File: config.mk
export PLATFORM = sky130hd
export DESIGN_NAME = uart_tx_arbiter
export DESIGN_NICKNAME = d
export VERILOG_FILES = /design/src/rtl/uart_arb_pkg.sv /design/src/rtl/rr_pick.sv /design/src/rtl/uart_tx_arbiter.sv
export SDC_FILE = /design/constraint.sdc
export NUM_CORES = 1
export LEC_CHECK = 0
export ABC_AREA = 0
export CAP_MARGIN = 20
export CORE_MARGIN = 4
export CORE_UTILIZATION = 35
export CTS_BUF_LIST = sky130_fd_sc_hd__clkbuf_4 sky130_fd_sc_hd__clkbuf_8
export DETAILED_ROUTE_END_ITERATION = 6
export DONT_BUFFER_PORTS = 1
export GPL_TIMING_DRIVEN = 0
export PLACE_DENSITY_LB_ADDON = 0.15
export SLEW_MARGIN = 20
export SYNTH_ARGS = -nofsm -noshare
export SYNTH_HDL_FRONTEND = slang
export SYNTH_HIERARCHICAL = 1
export SYNTH_SLANG_ARGS = --single-unit
File: constraint.sdc
create_clock -name clk -period 2.1 [get_ports clk]
set_clock_uncertainty 0.05 [all_clocks]
set_input_delay 0.21 -clock clk [delete_from_list [all_inputs] [get_ports clk]]
set_output_delay 0.21 -clock clk [all_outputs]
set_load 0.03 [all_outputs]
File: src/rtl/uart_arb_pkg.sv
// Shared types and constants for the UART transmitter arbiter.
// Latency: n/a (declarations only).
// Backpressure: n/a.
package uart_arb_pkg;

  localparam int MAX_REQ = 8;
  localparam int BYTE_W  = 8;

  typedef enum logic [1:0] {
    IDLE      = 2'd0,
    SEND      = 2'd1,
    WAIT_BUSY = 2'd2,
    WAIT_DONE = 2'd3
  } arb_state_t;

endpackage

File: src/rtl/rr_pick.sv
// Round-robin picker: one-hot winner = first set request at or after ptr, wrapping.
// Latency: purely combinational.
// Backpressure: none; caller decides when to register the winner.
module rr_pick
  import uart_arb_pkg::*;
#(
  parameter int N  = 4,
  parameter int PW = $clog2(N)
) (
  input  logic [N-1:0]  req,
  input  logic [PW-1:0] ptr,
  output logic [N-1:0]  winner,
  output logic          any
);

  logic [N-1:0] rot;
  logic [N-1:0] low;

  // Rotate so req[ptr] lands at bit 0, isolate the lowest set bit, rotate back.
  always_comb begin
    rot    = N'({req, req} >> ptr);
    low    = rot & (~rot + N'(1));
    winner = N'(({low, low} << ptr) >> N);
    any    = |req;
  end

endmodule

File: src/rtl/uart_tx_arbiter.sv
// Packet-locked round-robin sharing of one UART transmitter among NUM_REQ byte streams.
// Latency: grant 1 cycle after a request is seen idle; tx_start 1 cycle after byte accept.
// Backpressure: req_ready only for the owner in SEND; no grant while tx_busy. Lock timeout: UART_ARB_TIMEOUT_EN.
module uart_tx_arbiter
  import uart_arb_pkg::*;
#(
  parameter int NUM_REQ = 4,
  parameter int TIMEOUT = 255
) (
  input  logic                      clk,
  input  logic                      rst,
  input  logic [NUM_REQ-1:0]        req_valid,
  input  logic [BYTE_W*NUM_REQ-1:0] req_data,
  input  logic [NUM_REQ-1:0]        req_last,
  output logic [NUM_REQ-1:0]        req_ready,
  output logic                      tx_start,
  output logic [BYTE_W-1:0]         tx_data,
  input  logic                      tx_busy,
  output logic [NUM_REQ-1:0]        grant,
  output logic                      active
);

  localparam int PW = $clog2(NUM_REQ);

  if (NUM_REQ < 2 || NUM_REQ > MAX_REQ || TIMEOUT < 1) begin : g_bad_cfg
    $error("uart_tx_arbiter: NUM_REQ must be 2..MAX_REQ and TIMEOUT at least 1");
  end

  arb_state_t          state_q, state_d;
  logic [NUM_REQ-1:0]  grant_q, grant_d;
  logic [PW-1:0]       rr_ptr_q, rr_ptr_d;
  logic                last_q, last_d;
  logic                tx_start_q, tx_start_d;
  logic [BYTE_W-1:0]   tx_data_q, tx_data_d;

  logic [NUM_REQ-1:0]  pick_win;
  logic                pick_any;
  logic                own_valid;
  logic                own_last;
  logic [BYTE_W-1:0]   own_data;
  logic [PW-1:0]       own_next;

  rr_pick #(.N(NUM_REQ), .PW(PW)) u_pick (
    .req    (req_valid),
    .ptr    (rr_ptr_q),
    .winner (pick_win),
    .any    (pick_any)
  );

  assign own_valid = |(grant_q & req_valid);

  // Select the owner's byte, last flag and the pointer value that follows it.
  always_comb begin
    own_data = '0;
    own_last = 1'b0;
    own_next = '0;
    for (int i = 0; i < NUM_REQ; i++) begin
      if (grant_q[i]) begin
        own_data = req_data[BYTE_W*i +: BYTE_W];
        own_last = req_last[i];
        own_next = PW'((i + 1) % NUM_REQ);
      end
    end
  end

`ifdef UART_ARB_TIMEOUT_EN
  localparam int CW = $clog2(TIMEOUT + 1);
  logic [CW-1:0] idle_cnt_q;
  logic          tmo_hit;

  // Count stalled SEND cycles; cleared outside SEND so every entry restarts it, saturates at TIMEOUT.
  always_ff @(posedge clk) begin
    if (rst || state_q != SEND) begin
      idle_cnt_q <= '0;
    end else if (!own_valid && idle_cnt_q != CW'(TIMEOUT)) begin
      idle_cnt_q <= idle_cnt_q + CW'(1);
    end
  end

  assign tmo_hit = !own_valid && (idle_cnt_q == CW'(TIMEOUT - 1));
`endif

  // State register and registered outputs.
  always_ff @(posedge clk) begin
    if (rst) begin
      state_q    <= IDLE;
      grant_q    <= '0;
      rr_ptr_q   <= '0;
      last_q     <= 1'b0;
      tx_start_q <= 1'b0;
      tx_data_q  <= '0;
    end else begin
      state_q    <= state_d;
      grant_q    <= grant_d;
      rr_ptr_q   <= rr_ptr_d;
      last_q     <= last_d;
      tx_start_q <= tx_start_d;
      tx_data_q  <= tx_data_d;
    end
  end

  // Next-state and handshake logic; the grant stays locked until the packet's last byte has gone out.
  always_comb begin
    state_d    = state_q;
    grant_d    = grant_q;
    rr_ptr_d   = rr_ptr_q;
    last_d     = last_q;
    tx_start_d = 1'b0;
    tx_data_d  = tx_data_q;
    req_ready  = '0;
    case (state_q)
      IDLE: begin
        if (pick_any && !tx_busy) begin
          grant_d = pick_win;
          state_d = SEND;
        end
      end
      SEND: begin
        if (!rst) req_ready = grant_q & req_valid;
        if (own_valid) begin
          tx_start_d = 1'b1;
          tx_data_d  = own_data;
          last_d     = own_last;
          state_d    = WAIT_BUSY;
        end
`ifdef UART_ARB_TIMEOUT_EN
        else if (tmo_hit) begin
          grant_d  = '0;
          rr_ptr_d = own_next;
          state_d  = IDLE;
        end
`endif
      end
      WAIT_BUSY: begin
        if (tx_busy) state_d = WAIT_DONE;
      end
      WAIT_DONE: begin
        if (!tx_busy) begin
          if (last_q) begin
            grant_d  = '0;
            rr_ptr_d = own_next;
            state_d  = IDLE;
          end else begin
            state_d = SEND;
          end
        end
      end
      default: state_d = IDLE;
    endcase
  end

  assign tx_start = tx_start_q;
  assign tx_data  = tx_data_q;
  assign grant    = grant_q;
  assign active   = (state_q != IDLE);

endmodule

# After elaboration in Yosys (flattened, before gate mapping)
# Cells that the tools add are included.
[word_totals] output_inout_bits=18 register_bits=18 wordCells=59 inputBits=43
[classes] eq_ne=8 bitwise=5 shift=2 muxes=25 n_addsub=1 n_reduce_logical=12
[ops] cell="$mux 8" count=4
[ops] cell="$mux 4" count=5
[ops] cell="$mux 2" count=7
[ops] cell="$ne 2x2->1 const B" count=5
[ops] cell="$and 4x4->4" count=2
[ops] cell="$pmux 2 s4" count=1
[ops] cell="$pmux 4 s2" count=1
[ops] cell="$reduce_and 4->1" count=2
[ops] cell="$reduce_or 4->1" count=2
[ops] cell="$shl 8x2->8" count=1
[ops] cell="$shr 8x2->4" count=1
[ops] cell="$mux 1" count=7
[ops] cell="$add 4x1->4 const B" count=1
[ops] cell="$eq 2x2->1 const B" count=2
[ops] cell="$not 4->4" count=1
[ops] cell="$reduce_bool 2->1" count=2
[ops] cell="$reduce_and 3->1" count=1
[ops] cell="$eq 2x1->1 const B" count=1
[ops] cell="$logic_not 2->1" count=1
[ops] cell="$not 1->1" count=2
[ops] cell="$reduce_and 2->1" count=1
[ops] cell="$reduce_or 2->1" count=1
[ops] cell="$logic_and 1x1->1" count=1
[ops] cell="$logic_not 1->1" count=1

# Depth between registers and ports, before layout
# Gate-level depths: netlist of the first run.
[logic_depth] ltp_word=7 mapped_depth=6 depth_no_buf=6

# By module
# Netlist of the first run, hierarchy kept.
[by_module_without_submodules] module="uart_tx_arbiter" seq_area_each_um2=360.3 area_each_um2=1163.6 instances=1 cells_each=137
[by_module_without_submodules] module="rr_pick" seq_area_each_um2=0.0 area_each_um2=117.6 instances=1 cells_each=19

# Least setup slack after synthesis of the first run
# No wires, ideal clock.
[synth_path] path_type="register -> output" startpoint="reg grant_q[2] (netlist: grant[2])" endpoint="out req_ready[2]" path_stages_with_launch=4 t_arrival_ps=1355 setup_slack_ps=485 path_buffers=1 required_time_ps=1840 path_cell_list="dfxtp_1 clkbuf_1 nand2_1 nor2_1"
[synth_between] elab_chain_cells=3
[synth_lines] element="start: declaration" line_no="uart_tx_arbiter.sv:30" text="logic [NUM_REQ-1:0] grant_q, grant_d;"
[synth_lines] element="start signal: assignment" line_no="uart_tx_arbiter.sv:94" text="grant_q <= grant_d;"
[synth_lines] element="$and 4x4->4" line_no="uart_tx_arbiter.sv:119" text="if (!rst) req_ready = grant_q & req_valid;"
[synth_lines] element="$mux 4" line_no="uart_tx_arbiter.sv:119"
[synth_lines] element="$mux 4" line_no="uart_tx_arbiter.sv:111" text="case (state_q)"
[synth_lines] element="end: declaration" line_no="uart_tx_arbiter.sv:15" text="output logic [NUM_REQ-1:0] req_ready,"
# Every way passes these cells.

# Worst setup path in the final report of the first run
[layout_path] startpoint="reg grant_q[1] (netlist: grant[1])" endpoint="out req_ready[1]"
# Same word-level chain as after synthesis.

==> impl_metrics.yaml, run 1 <==
sta:
  fmaxAchievable_mhz: 510.8
  setup_viol_count_final: 0
  worst_pin_slew_ps: 542.0
  fin_ws_ps: 142.2
  period_share_pct: 93.23
  drv_slew: 0
  finalCriticalPeriod_ps: 1958
  maxSlewHeadroom_pct: 63.73
  grt_setup_unrepaired: "false"
  setup_tns_ps: 0
  hold_violations: 0
place:
  place_inst: 202
  place_ws_ps: 168.5
  dp.final_hpwl_microns: 2755
  place_congestion: 0.8061
  port_buffers: 0
finish:
  fin_nets: 208
  diodes: 0
  drive_gt1_share_pct: 15.72
  multiInputGateArea_sq_um: 825.8
  stdcell_count: 205
  seq_area_sq_um: 361.6
  syn_to_final_growth_pct: 8.203
  fillers: 356
global_route:
  grt_pass1_vias: 1106
  grtUsageTotal_pct: 15.66
  antenna_found_initial: 0
  grt_pass1_wl_microns: 5457
  grt_max_degree: 11
  overflow: 0
pwr:
  clockPowerShare_pct: 20.2
  p_leak_nw: 0.4982
  ir_drop_mv: 0.4434
  power_density_nw_per_um2: 857.1
  seqPwrFrac_pct: 39.6
  power.internal_uw: 719.6
  p_sw_uw: 468.7
  p_comb_share_pct: 40.2
  sw_frac_of_total_pct: 39.44
yosys:
  ys_types: 35
  ys.warnings.count: 6
  ys_ff_latch: 18
  synthesis.nets: 203
  synth_area_leaders: "dfxtp_1, a311oi_2, nor2_1, a211o_1, a221oi_1"
  synth_top_area_cell: "dfxtp_1"
  synth.yosys.seq_area_share_pct: 28.13
  syn_avg_cell_area_sq_um: 8.213
  postSynthCellCount: 156
  synth_edf_count: 0
  synthArstFlopShare_pct: 0
  netlist_area_sq_um: 1281
  synth_flop_cell: "dfxtp_1"
  synth_top_cell_area_share_pct: 28.13
clocking:
  cts_tree: "yes"
  clkTransAtPathRegs_ps: 70
  clock-sinks: 18
  post-cts-setup-buffer-count: 0
  cts-root-buf: "clkbuf_8"
  clk_path_buf_depth: 2
  cts_made_buffers: 3
  cts.htree.levels: 1
  clk_latency_ps: 250
min_path:
  hp-start: "req_data[24]"
  hp-class: "primary input to register"
setup_path:
  critPathLaunchType: "register"
  worstPathRequired_ps: 1840
  worstPathArrival_ps: 1700
  setup.worst_path.start: "grant[1]$_SDFFE_PP0P_"
  crit_path_max_fanout: 10
  r2r_setup_slack_ps: 270
  rr_startpoint: "grant[2]$_SDFFE_PP0P_"
  criticalPathCategory: "register to output pin"
  crit_end: "req_ready[1]"
  critPathCaptureType: "output pin"
  r2r_cells: 4
  r2r_end: "tx_data[2]$_SDFFE_PP0P_"
detailed_routing:
  wl_per_cell_microns: 17.73
  wl_microns: 3634
  via_per_inst: 5.727
  drt-initial-drc-count: 31
  drc: 0
  vias: 1174
  drt-pass1-iter-count: 4
  antenna_left: 0
status:
  status: "complete, no violations"
flow_run:
  cap_violations: 0
floorplan:
  initial_utilization_pct: 37.22
  top_level_ports: 61
  rows: 21
  die_area_sq_um: 4693
  die_w_microns: 68.51
  fp.coreArea_sq_um: 3442
  die_h_microns: 68.51
==> cell families (layout without fill, tap and decap cells) <==
kind of cell,Yosys count,after routing,share of synthesized area (%)
adders and majority gates,4,4,3.906
buffers and inverters,22,25,7.617
DFF,18,18,28.13
muxes,6,6,4.688
and+or+nand+nor,59,59,21.78
AOI/OAI and AO/OA,47,47,33.89
==> worst max-delay path, cell delays in order, from the launching register on <==
cell     delay [ps]
dfxtp_1         610
buf_2           330
nand2_1          80
nor2_1          430
==> repair_timing <==
action / CTS / global route
gates resized for setup: 2 / 3
hold buffers: 0 / 0
setup endpoints to repair: 2 / 2
==> flip-flops by register name (all words and copies together) (netlist names) <==
signal    count
tx_data       8
grant         4
rr_ptr_q      2
state_q       2
last_q        1
tx_start      1
==> metrics by stage <==
| step | utilization, % | hold slack (ps) | cell area, sq um | total power, mW |
|---|---|---|---|---|
| after floorplan | - | 358.7 | 1281 | 0.8641 |
| after global placement | 38.89 | 363.5 | 1339 | 0.9349 |
| after detailed placement | 38.89 | 363.7 | 1339 | 0.9535 |
| after CTS | 40.20 | 90.44 | 1384 | 1.200 |
| after global routing | 40.28 | 89.43 | 1386 | 1.267 |
| final | 40.28 | 94.21 | 1386 | 1.188 |
==> final cells by class <==
cell class,count,area share (%)
buffer,9,3.700
sequential,18,26.08
tap,46,4.152
clock buffer,3,2.978
inverter,13,3.520
multi-input combinational,116,59.57
==> layer usage <==
metal	vias up	GRT usage, %	share of wire [%]
met5	-	0	0
met3	6	6.159	7.1
li1	575	-	-
met1	558	18.09	40
met2	35	26.94	51
met4	0	3.722	1.2
==> synth_stat cells, types with 3 or more instances <==
| cell | count |
|---|---|
| nor2b_1 | 8 |
| buf_2 | 3 |
| clkbuf_1 | 4 |
| inv_1 | 13 |
| a221oi_1 | 8 |
| a211o_1 | 9 |
| ha_1 | 4 |
| dfxtp_1 | 18 |
| a311oi_2 | 8 |
| mux2i_1 | 6 |
| a22oi_1 | 4 |
| nand2_1 | 15 |
| nor2_1 | 25 |
| a21oi_1 | 5 |
==> cells in the final DEF (no fill, tap or decap), drive strengths merged, types with 3 or more instances in the layout <==
| master | Yosys | layout |
|---|---|---|
| ha | 4 | 4 |
| nand2 | 15 | 15 |
| nor2 | 25 | 25 |
| clkbuf | 4 | 7 |
| dfxtp | 18 | 18 |
| a311oi | 8 | 8 |
| a211o | 9 | 9 |
| inv | 13 | 13 |
| mux2i | 6 | 6 |
| buf | 5 | 5 |
| nor2b | 8 | 8 |
| a21oi | 5 | 5 |
| a221oi | 8 | 8 |
| nor3 | 3 | 3 |
| a22oi | 4 | 4 |
==> how the worst min path moves through the flow <==
stage	depth (start not counted)	to
2_1_floorplan	2	last_q$_SDFFE_PP0P_
3_3_place_gp	2	tx_data[6]$_SDFFE_PP0P_
3_5_place_dp	2	tx_data[0]$_SDFFE_PP0P_
4_1_cts	2	tx_data[0]$_SDFFE_PP0P_
5_1_grt	2	tx_data[0]$_SDFFE_PP0P_
6_report	2	tx_data[0]$_SDFFE_PP0P_
==> power by group through the flow <==
stage	combinational [mW]	clock [mW]	sequential [mW]
floorplan	0.398	0	0.466
global placement	0.457	0	0.478
detailed placement	0.473	0	0.480
CTS	0.478	0.250	0.472
global route	0.525	0.264	0.479
finish	0.477	0.240	0.471
(Power assumes the default switching activity.)
==> run 2: changes to the inputs <==
--- a/config.mk
+++ b/config.mk
@@ -12,7 +12,6 @@
 export CTS_BUF_LIST = sky130_fd_sc_hd__clkbuf_4 sky130_fd_sc_hd__clkbuf_8
 export DETAILED_ROUTE_END_ITERATION = 6
 export DONT_BUFFER_PORTS = 1
-export GPL_TIMING_DRIVEN = 0
 export PLACE_DENSITY_LB_ADDON = 0.15
 export SLEW_MARGIN = 20
 export SYNTH_ARGS = -nofsm -noshare
==> constraint.sdc (replaced) <==
create_clock -name clk -period 2.1 [get_ports clk]
set_clock_uncertainty 0.05 [all_clocks]
set_input_delay 0.21 -clock clk [delete_from_list [all_inputs] [get_ports clk]]
set_output_delay 0.21 -clock clk [all_outputs]
set_load 0.02 [all_outputs]
==> impl_metrics.yaml, run 2 (synthesized netlist as in run 1, its figures left out) <==
detailed_routing:
  drc: 0
  via_per_inst: 5.610
  drt-pass1-iter-count: 4
  wl_microns: 3481
  drt-initial-drc-count: 42
  vias: 1150
  wl_per_cell_microns: 16.98
  antenna_left: 0
setup_path:
  worstPathArrival_ps: 1890
  critPathLaunchType: "register"
  r2r_cells: 6
  worstPathRequired_ps: 2200
  critPathCaptureType: "register"
  criticalPathCategory: "register to register"
  r2r_end: "state_q[0]$_SDFFE_PP0P_"
  r2r_setup_slack_ps: 320
  rr_startpoint: "state_q[1]$_SDFFE_PP0P_"
  crit_path_max_fanout: 4
global_route:
  overflow: 0
  use_met1_pct: 18.31
  grt_pass1_vias: 1118
  grt_use_met2_pct: 26.22
  grtUsageTotal_pct: 15.36
  antenna_found_initial: 0
  met3_usage_pct: 6.321
  busiest_layer: "met2"
  grt_max_degree: 24
  grt_pass1_wl_microns: 5375
finish:
  design_area_sq_um: 1408
  final_cell_mix: "nor2_1, dfxtp_1, nand2_1, inv_1, a211o_1"
  stdcell_count: 205
  fin_nets: 207
  syn_to_final_growth_pct: 9.863
  drive_gt1_share_pct: 15.09
  diodes: 0
  final_common_cell: "nor2_1"
  largest_reg_flops: 8
pwr:
  clockPowerShare_pct: 23.4
  p_sw_uw: 448.6
  p_leak_nw: 0.5088
  power.internal_uw: 771.0
  ir_drop_mv: 0.3307
  p_comb_share_pct: 40.5
  seqPwrFrac_pct: 36.2
  sw_frac_of_total_pct: 36.78
  power_density_nw_per_um2: 866.5
  p_total_mw: 1.220
place:
  placed_area_sq_um: 1343
  place_inst: 200
  place_congestion: 0.7439
  port_buffers: 0
  dp.final_hpwl_microns: 2609
clocking:
  cts-root-buf: "clkbuf_8"
  post-cts-setup-buffer-count: 0
  cts_tree: "yes"
  clkTransAtPathRegs_ps: 70
  clock-sinks: 18
  clk_path_buf_depth: 2
  ctsResizeCount: 0
  cts.htree.levels: 1
  cts_made_buffers: 3
  clk_latency_ps: 250
floorplan:
  die_area_sq_um: 4693
  top_level_ports: 61
  rows: 21
  initial_utilization_pct: 37.22
  fp.coreArea_sq_um: 3442
  die_h_microns: 68.51
  die_w_microns: 68.51
sta:
  hold_violations: 0
  maxSlewHeadroom_pct: 42.21
  worst_pin_slew_ps: 863.9
  setup_tns_ps: 0
  setup_viol_count_final: 0
  period_share_pct: 84.94
  fmaxAchievable_mhz: 560.6
  finalCriticalPeriod_ps: 1784
  drv_slew: 0
  grt_setup_unrepaired: "false"
min_path:
  hp-start: "req_data[24]"
  hp-class: "primary input to register"
  min_to: "tx_data[0]$_SDFFE_PP0P_"
  hold_depth: 2
flow_run:
  cap_violations: 0
status:
  status: "complete, no violations"
## run 2: cell count changes in the layout (fill, tap and decap cells not counted), moves of 2 or more
cell,previous run,this run
clkbuf_1,2,0
buf_2,3,0
clkbuf_2,2,0
buf_4,1,7
## run 2: metrics by stage
| stage | setup WS (ps) | hold slack [ps] | utilization [%] |
|---|---|---|---|
| after floorplan | 571.8 | 358.7 | - |
| after global placement | 489.2 | 229.7 | 39.00 |
| after detailed placement | 383.2 | 231.3 | 39.00 |
| after CTS | 336.2 | 86.30 | 40.89 |
| after global routing | 173.0 | 85.07 | 40.89 |
| final | 316.3 | 97.47 | 40.89 |
## run 2: critical path: stages (launching register included)
cell      delay [ps]
dfxtp_1          390
inv_1            100
ha_1             230
inv_1            220
a22oi_1          180
a211o_1          270
a211oi_1         260
## run 2: power by group through the flow
stage	Sequential, mW	Clock, mW	Combinational, mW
floorplan	0.448	0	0.387
global route	0.448	0.316	0.548
global placement	0.446	0	0.457
finish	0.441	0.285	0.493
detailed placement	0.449	0	0.481
CTS	0.440	0.294	0.494
## run 2: layer usage
layer | wire, microns | vias up | part of all wire (%)
met1 | 1397 | 540 | 40
met4 | 0 | 0 | 0
met2 | 1844 | 36 | 53
met3 | 239 | 0 | 6.9
li1 | - | 574 | -
met5 | 0 | - | 0
## run 2: worst max path at each step
stage / startpoint / slack, ps / to / cells after the start
floorplan: state_q[0]$_SDFFE_PP0P_ / 570 / grant[0]$_SDFFE_PP0P_ / 6
global placement: state_q[0]$_SDFFE_PP0P_ / 490 / state_q[0]$_SDFFE_PP0P_ / 6
detailed placement: state_q[0]$_SDFFE_PP0P_ / 380 / state_q[0]$_SDFFE_PP0P_ / 6
CTS: state_q[1]$_SDFFE_PP0P_ / 340 / state_q[0]$_SDFFE_PP0P_ / 6
global route: state_q[1]$_SDFFE_PP0P_ / 170 / state_q[0]$_SDFFE_PP0P_ / 6
finish: state_q[1]$_SDFFE_PP0P_ / 320 / state_q[0]$_SDFFE_PP0P_ / 6
## run 2: area by class of cell
| type | instances | area (sq um) |
|---|---|---|
| Clock buffer | 4 | 55.05 |
| Tap cell | 46 | 57.56 |
| Sequential cell | 18 | 360.3 |
| Timing Repair Buffer | 8 | 62.56 |
| Inverter | 13 | 48.80 |
| Multi-Input combinational cell | 116 | 823.3 |
| Fill cell | 369 | 2034 |
## run 2: repair_timing
action | CTS | global route
hold buffers | 1 | 0
setup endpoints to repair | 0 | 0
hold endpoints to repair | 18 | 0
